===== config.mk =====
export PLATFORM = sky130hd
export DESIGN_NAME = fifo_uart_tx
export DESIGN_NICKNAME = d
export VERILOG_FILES = /design/src/rtl/uart_pkg.sv /design/src/rtl/uart_baud_cnt.sv /design/src/rtl/fifo_uart_tx.sv
export SDC_FILE = /design/constraint.sdc
export NUM_CORES = 1
export LEC_CHECK = 0
export BUFFER_PORTS_ARGS = -buffer_cell sky130_fd_sc_hd__buf_4
export CAP_MARGIN = 20
export CELL_PAD_IN_SITES_DETAIL_PLACEMENT = 1
export CELL_PAD_IN_SITES_GLOBAL_PLACEMENT = 1
export CORE_MARGIN = 2
export CORE_UTILIZATION = 30
export CTS_CLUSTER_DIAMETER = 50
export DETAILED_ROUTE_END_ITERATION = 8
export GPL_TIMING_DRIVEN = 0
export PLACE_DENSITY = 0.63
export SLEW_MARGIN = 15
export SYNTH_ARGS = -nofsm -noshare
export SYNTH_HDL_FRONTEND = slang
export SYNTH_SLANG_ARGS = --single-unit

===== constraint.sdc =====
create_clock -name clock -period 2.2 [get_ports clock]
set_clock_uncertainty 0.2 [all_clocks]
set_input_delay 0.11 -clock clock [delete_from_list [all_inputs] [get_ports clock]]
set_output_delay 0.11 -clock clock [all_outputs]
set_load 0.02 [all_outputs]

===== src/rtl/uart_pkg.sv =====
// Shared types and constants for the fifo-to-UART drain stage.
package uart_pkg;

  typedef enum logic [2:0] {
    IDLE,
    WAIT,
    START,
    DATA,
    STOP
  } tx_state_t;

  localparam int   DATA_BITS = 8;
  localparam logic START_LVL = 1'b0;
  localparam logic STOP_LVL  = 1'b1;

endpackage


===== src/rtl/uart_baud_cnt.sv =====
// Bit-period counter: counts 0..CLKS_PER_BIT-1 and wraps; tick marks the last cycle of a bit.
module uart_baud_cnt #(
  parameter int CLKS_PER_BIT = 16
) (
  input  logic clock,
  input  logic rst,
  input  logic clear,
  output logic tick
);

  localparam int            CW   = $clog2(CLKS_PER_BIT);
  localparam logic [CW-1:0] LAST = CW'(CLKS_PER_BIT - 1);

  logic [CW-1:0] cnt;

  always_ff @(posedge clock) begin
    if (rst || clear) begin
      cnt <= '0;
    end else if (cnt == LAST) begin
      cnt <= '0;
    end else begin
      cnt <= cnt + 1'b1;
    end
  end

  assign tick = (cnt == LAST);

endmodule


===== src/rtl/fifo_uart_tx.sv =====
// Drains the byte fifo one entry at a time and sends each byte as an 8N1 frame on tx.
//
// state | meaning
// IDLE  | tx high; pop the fifo as soon as it reports non-empty
// WAIT  | fifo read data valid; load shift register, restart bit timer
// START | start bit (low) for one bit period
// DATA  | 8 data bits, LSB first
// STOP  | stop bit (high); frame_done on its last cycle
module fifo_uart_tx
  import uart_pkg::*;
#(
  parameter int CLKS_PER_BIT = 16
) (
  input  logic       clock,
  input  logic       rst,
  input  logic       fifo_empty,
  input  logic [7:0] fifo_rd_data,
  output logic       fifo_rd,
  output logic       tx,
  output logic       busy,
  output logic       frame_done
);

  tx_state_t            state;
  logic [DATA_BITS-1:0] shreg;
  logic [2:0]           bit_idx;
  logic                 tick;
  logic                 clear;

  assign clear = (state == WAIT);

  uart_baud_cnt #(.CLKS_PER_BIT(CLKS_PER_BIT)) u_baud (
    .clock (clock),
    .rst   (rst),
    .clear (clear),
    .tick  (tick)
  );

  // The pop strobe is gated by rst so a reset cycle can never consume a byte.
  assign fifo_rd    = (state == IDLE) && !fifo_empty && !rst;
  assign frame_done = (state == STOP) && tick;

  always_ff @(posedge clock) begin
    if (rst) begin
      state   <= IDLE;
      tx      <= STOP_LVL;
      busy    <= 1'b0;
      shreg   <= '0;
      bit_idx <= '0;
    end else begin
      case (state)
        IDLE: begin
          if (!fifo_empty) begin
            state <= WAIT;
            busy  <= 1'b1;
          end
        end
        WAIT: begin
          shreg   <= fifo_rd_data;
          bit_idx <= '0;
          tx      <= START_LVL;
          state   <= START;
        end
        START: begin
          if (tick) begin
            tx    <= shreg[0];
            state <= DATA;
          end
        end
        DATA: begin
          if (tick) begin
            shreg <= shreg >> 1;
            if (bit_idx == 3'(DATA_BITS - 1)) begin
              tx    <= STOP_LVL;
              state <= STOP;
            end else begin
              tx      <= shreg[1];
              bit_idx <= bit_idx + 1'b1;
            end
          end
        end
        STOP: begin
          if (tick) begin
            busy  <= 1'b0;
            state <= IDLE;
          end
        end
        default: state <= IDLE;
      endcase
    end
  end

endmodule


==> impl_metrics.json, run 1 <==
{
  "syn_to_final_growth_pct": 21.2,
  "numClockSinks": 20,
  "ys_top_cells_by_area": "dfxtp_1 38%, nor4bb_1 7.7%, a21oi_1 6.7%",
  "die_width_um": 63.0,
  "grt_pass1_vias": 1022,
  "avgViaCountPerCell": 5.34,
  "reg2regPathDepth": 5,
  "vias": 994,
  "root_buffer": "clkbuf_4",
  "dr.pass1.iters": 4,
  "syn_area_per_cell_sq_um": 8.71,
  "p_int_mw": 0.564,
  "synth_cell_types": 35,
  "ys_warn_count": 0,
  "hold_viol": 0,
  "status": "finished clean",
  "worst-setup-path-type": "flop to output port",
  "async_flop_share": 0,
  "p_sw_mw": 0.240,
  "hp-start": "fifo_rd_data[7]",
  "fin_tns_setup_ns": 0,
  "cp-start-kind": "flop",
  "yosys_register_bits": 20,
  "critPathCaptureType": "output port",
  "dieArea_sq_mm": 0.00397,
  "ys_seq_area_frac": 0.383,
  "min_to": "shreg[7]",
  "place.port_buffers": 14,
  "cts_tree": "done",
  "synth_top_area_share": 0.383,
  "synthFlopType": "dfxtp_1",
  "antenna_found_initial": 0,
  "path_clk_slew_ns": 0.13,
  "syn-cell-area_sq_mm": 0.00104,
  "power_frac_seq": 0.510,
  "drc": 0,
  "critical-path-top-delay-family": "buffers and inverters",
  "core_area_sq_mm": 0.00334,
  "layout.nets": 155,
  "pwr_density_cell_mw_per_mm2": 635,
  "swShare": 0.298,
  "r2r-start": "bit_idx[0]",
  "drt_iter0_drc": 32,
  "fillers": 417,
  "maxSlewViolCount": 0,
  "rsz0062_at_grt": "false",
  "p_clk_frac": 0.289,
  "fin_crit_sh": 0.940,
  "numCtsBuffers": 3,
  "ant_nets": 0,
  "required_ns": 1.89,
  "synth_top_area_cell": "dfxtp_1",
  "dpl_cell_area_sq_mm": 0.00121,
  "worstSkewPairLatency_ns": 0.32,
  "grt_max_degree": 12,
  "startpoint": "u_baud.cnt[0]",
  "p_total_mw": 0.804,
  "syn_inst": 120,
  "grt_overflow_total": 0,
  "setup_viol": 0,
  "stdcell_area_sq_mm": 0.00127,
  "drive_above_1_share": 0.214,
  "multiInputGateArea_sq_um": 569,
  "synth_nets": 134,
  "layout.area.seq_sq_um": 400,
  "hold_depth": 4,
  "peakVddDrop_mv": 0.231,
  "placementRows": 21,
  "crit_chain": "ha_2, and3_1, buf_2, buf_4, and3_1, buf_4",
  "wl_mm": 2.94,
  "cp.arrival_ns": 1.76,
  "grtUsageTotal": 0.163,
  "routedWlPerCell_um": 15.8,
  "io-pin-count": 15,
  "min_path_type": "input port to flop",
  "synth_edf_count": 0,
  "leakagePower_nw": 0.489,
  "worst_pin_slew_ns": 0.503,
  "initial_core_util": 0.313,
  "slowest_stage": "dfxtp_1",
  "r2r_end": "bit_idx[0]",
  "dp_hpwl_mm": 2.01,
  "path_buf_inv": 3,
  "cts.htree.levels": 1,
  "clock.fmax_mhz": 484,
  "drv_cap": 0,
  "dieHeight_um": 63.0,
  "crit_fanout": 10,
  "gp_congestion": 0.680,
  "rrSetupSlack_ns": 0.45,
  "clock_path_buffers": 2,
  "min_period_ns": 2.07,
  "grt_pass1_wl_mm": 5.06,
  "diodes": 0,
  "postLayoutCoreUtil": 0.379,
  "max_stage_delay_ns": 0.39,
  "p_comb_frac": 0.202,
  "relSlewSlack": 0.664
}
[power by group through the flow]
stage | combinational [mW] | clock (mW) | sequential (mW)
floorplan | 0.104 | 0 | 0.415
global placement | 0.155 | 0 | 0.415
detailed placement | 0.160 | 0 | 0.417
CTS | 0.163 | 0.237 | 0.409
global route | 0.182 | 0.257 | 0.414
finish | 0.162 | 0.232 | 0.410
[how the worst max path moves through the flow]
stage                  to  cells after the start  slack [ns]
6_report       frame_done                      6        0.13
5_1_grt        frame_done                      6       0.008
3_5_place_dp   bit_idx[0]                      5        0.46
4_1_cts        frame_done                      6        0.09
3_3_place_gp   frame_done                      6        0.49
2_1_floorplan  bit_idx[0]                      5        0.60
[per-stage QoR]
| stage | instances | hold slack (ns) | setup WS, ns |
|---|---|---|---|
| 6_report | 186 | 0.0470 | 0.132 |
| 3_5_place_dp | 180 | 0.172 | 0.455 |
| 5_1_grt | 186 | 0.0501 | 0.00794 |
| 2_1_floorplan | 120 | 0.0148 | 0.604 |
| 3_3_place_gp | 180 | 0.182 | 0.490 |
| 4_1_cts | 186 | 0.0471 | 0.0925 |
[area by class of cell]
cell class / instances / area share
Multi-Input combinational cell: 86 / 0.450
Sequential cell: 20 / 0.316
Timing Repair Buffer: 16 / 0.0988
Buffer: 11 / 0.0524
Tap cell: 46 / 0.0455
Clock buffer: 4 / 0.0287
Inverter: 3 / 0.00889
[cells in the final DEF (no fill, tap or decap), types with 2 or more instances in the layout]
master | Yosys | routed
dfxtp_1 | 20 | 20
buf_4 | 1 | 15
a21oi_1 | 14 | 14
nand3_1 | 11 | 11
nand4_1 | 8 | 8
nor4bb_1 | 8 | 8
nor2_1 | 7 | 7
a31oi_1 | 7 | 7
buf_2 | 4 | 4
nor3_1 | 4 | 4
clkbuf_1 | 3 | 3
inv_1 | 3 | 3
clkbuf_4 | 0 | 3
and3_1 | 2 | 2
buf_6 | 2 | 2
o21ai_0 | 2 | 2
nor3b_1 | 2 | 2
a22o_1 | 2 | 2
ha_1 | 3 | 2
dlygate4sd3_1 | 0 | 2
[logic make-up after synthesis]
logic type      Yosys count  share of synthesized area
simple gates             49                      0.290
flops                    20                      0.383
buf+inv                  14                     0.0742
xor+xnor                  2                     0.0168
mux                       1                     0.0108
fa+ha+maj                 3                     0.0359
compound gates           31                      0.189
[worst register-to-register path, delay by kind of cell, from the launching register on]
family | cells | cell delay [ns]
fa+ha+maj | 2 | 0.44
flops | 1 | 0.34
simple gates | 1 | 0.28
mux | 1 | 0.27
compound gates | 1 | 0.12
[layer usage]
| layer | up-vias | share of wire | global-route usage |
|---|---|---|---|
| li1 | 500 | - | - |
| met1 | 475 | 0.51 | 0.222 |
| met2 | 14 | 0.45 | 0.253 |
| met3 | 5 | 0.024 | 0.0306 |
| met4 | 0 | 0.017 | 0.0667 |
| met5 | - | 0 | 0 |
[sequential cells by signal (all words and copies together) (netlist names)]
| signal | cells |
|---|---|
| u_baud.cnt | 4 |
| shreg | 8 |
| state | 3 |
| busy | 1 |
| tx | 1 |
| bit_idx | 3 |
[cell usage after synthesis, types with 2 or more instances]
master / instances
clkbuf_1: 3
buf_2: 4
o21ai_0: 2
and3_1: 2
inv_1: 3
dfxtp_1: 20
a21oi_1: 14
nand4_1: 8
nor3b_1: 2
buf_6: 2
ha_1: 3
nor4bb_1: 8
a31oi_1: 7
a22o_1: 2
nand3_1: 11
nor2_1: 7
nor3_1: 4
[repair_timing]
action                                  CTS  global route
setup buffers                             0             0
hold buffers                              2             0
endpoints found under the setup margin    0             1
resized for setup                         0             1
endpoints found under the hold margin    10             0
(Power assumes the default switching activity.)
==> run 2: changes to the inputs <==
- CORE_ASPECT_RATIO: default -> 2
==> run 2 against run 1 <==
- sequential power hardly changed
- critical path type unchanged
- largest power group unchanged
- die area grew 0.73%
- critical endpoint unchanged
- via count grew 1.0%
==> impl_metrics.json, run 2 (synthesis gave the netlist of run 1 again) <==
{
  "numClockSinks": 20,
  "rsz0062_at_grt": "false",
  "cp.arrival_ns": 1.69,
  "holdWs_ns": 0.00540,
  "fillers": 408,
  "path_clk_slew_ns": 0.08,
  "routedWlPerCell_um": 17.2,
  "drt_iter0_drc": 7,
  "status": "finished clean",
  "p_sw_mw": 0.238,
  "p_int_mw": 0.704,
  "grt_pass1_wl_mm": 5.00,
  "drv_cap": 0,
  "routed-wl-met2_mm": 1.68,
  "dieArea_sq_mm": 0.00400,
  "dieHeight_um": 87.5,
  "io-pin-count": 15,
  "min_to": "state[0]",
  "dr.max_layer_used": "met4",
  "place.port_buffers": 14,
  "diodes": 0,
  "clock_path_buffers": 2,
  "dp_hpwl_mm": 2.20,
  "core_area_sq_mm": 0.00338,
  "most-common-layout-cells": "20 x dfxtp_1, 15 x buf_4, 14 x a21oi_1, 11 x nand3_1",
  "grtUsageTotal": 0.169,
  "largest_register_ffs": 8,
  "fin_tns_setup_ns": 0,
  "pwr_density_cell_mw_per_mm2": 741,
  "stdcell_area_sq_mm": 0.00127,
  "syn_to_final_growth_pct": 21.7,
  "rrSetupSlack_ns": 0.49,
  "swShare": 0.253,
  "wl_met3_um": 48,
  "crit_fanout": 10,
  "power_frac_seq": 0.434,
  "cts.htree.levels": 1,
  "fin_cells": 171,
  "required_ns": 1.89,
  "hold_viol": 0,
  "drc": 0,
  "layout.nets": 154,
  "cts_tree": "done",
  "placementRows": 30,
  "hold_depth": 4,
  "route.layer.met1.wl_mm": 1.15,
  "antenna_found_initial": 0,
  "root_buffer": "clkbuf_8",
  "top_register": "shreg",
  "gp_congestion": 0.718,
  "dpl_cell_area_sq_mm": 0.00119,
  "final_common_cell": "dfxtp_1",
  "grt_pass1_vias": 1105,
  "fin_crit_sh": 0.911,
  "grt_overflow_total": 0,
  "relSlewSlack": 0.664,
  "ant_nets": 0,
  "wl_mm": 2.94,
  "clock.fmax_mhz": 499,
  "peakVddDrop_mv": 0.347,
  "initial_core_util": 0.309,
  "grt_max_degree": 13,
  "dr.pass1.iters": 3,
  "p_clk_frac": 0.396,
  "avgViaCountPerCell": 5.87,
  "critPathCaptureType": "output port",
  "maxSlewViolCount": 0,
  "cp-start-kind": "flop",
  "drive_above_1_share": 0.209,
  "setup_viol": 0,
  "postLayoutCoreUtil": 0.376,
  "r2r_end": "shreg[5]",
  "p_comb_frac": 0.170,
  "min_period_ns": 2.00,
  "vias": 1004,
  "numCtsBuffers": 3,
  "r2r-start": "u_baud.cnt[0]",
  "min_path_type": "input port to flop",
  "die_width_um": 45.7,
  "hp-start": "fifo_empty",
  "worst_pin_slew_ns": 0.504,
  "worstSkewPairLatency_ns": 0.26,
  "worst-setup-path-type": "flop to output port",
  "cts_resized": 0,
  "reg2regPathDepth": 5,
  "dp.cells": 166,
  "leakagePower_nw": 0.502,
  "reg.largest.list": "shreg: 8 flops, u_baud.cnt: 4 flops"
}
-- run 2: metal layers --
layer	GRT usage	vias to the layer above
li1	-	492
met1	0.168	497
met2	0.324	10
met3	0.0207	5
met4	0.0701	0
met5	0	-
-- run 2: final cells by class --
type	instances	area (sq um)	area share
multi-input cells	86	567	0.446
inverters	3	11.3	0.00886
plain buffers	11	66.3	0.0522
flip-flops and latches	20	400	0.315
clock buffers	3	41.3	0.0325
repair buffers	15	115	0.0906
clock inverters	1	30.0	0.0236
well taps	32	40.0	0.0315
-- run 2: worst max-delay path by stage --
stage | endpoint | startpoint | cells after the start
5_1_grt | frame_done | u_baud.cnt[0] | 6
6_report | frame_done | u_baud.cnt[0] | 6
3_3_place_gp | frame_done | u_baud.cnt[0] | 6
2_1_floorplan | bit_idx[0] | u_baud.cnt[0] | 5
4_1_cts | frame_done | u_baud.cnt[0] | 6
3_5_place_dp | frame_done | u_baud.cnt[0] | 6
-- run 2: critical path, stage by stage (launching register included) --
cell	delay [ns]
dfxtp_1	0.33
ha_1	0.25
and3_1	0.19
buf_2	0.15
buf_4	0.18
and3_1	0.18
buf_4	0.15
-- run 2: power groups by stage --
stage	registers [mW]	logic, mW	clock network, mW
after detailed placement	0.418	0.160	0
after global placement	0.416	0.156	0
after floorplan	0.415	0.104	0
after global routing	0.413	0.178	0.400
final	0.409	0.160	0.373
after CTS	0.410	0.162	0.382
-- run 2: per-stage QoR --
stage               worst slack [ns]  power [mW]
floorplan                      0.604       0.519
global placement               0.496       0.572
detailed placement             0.475       0.578
CTS                            0.176       0.954
global route                  0.0850       0.991
finish                         0.197       0.942
-- run 2: timing repair --
action / 4_1_cts / 5_1_grt
hold buffers: 1 / 0
setup buffers: 0 / 0
hold endpoints to repair: 2 / 0
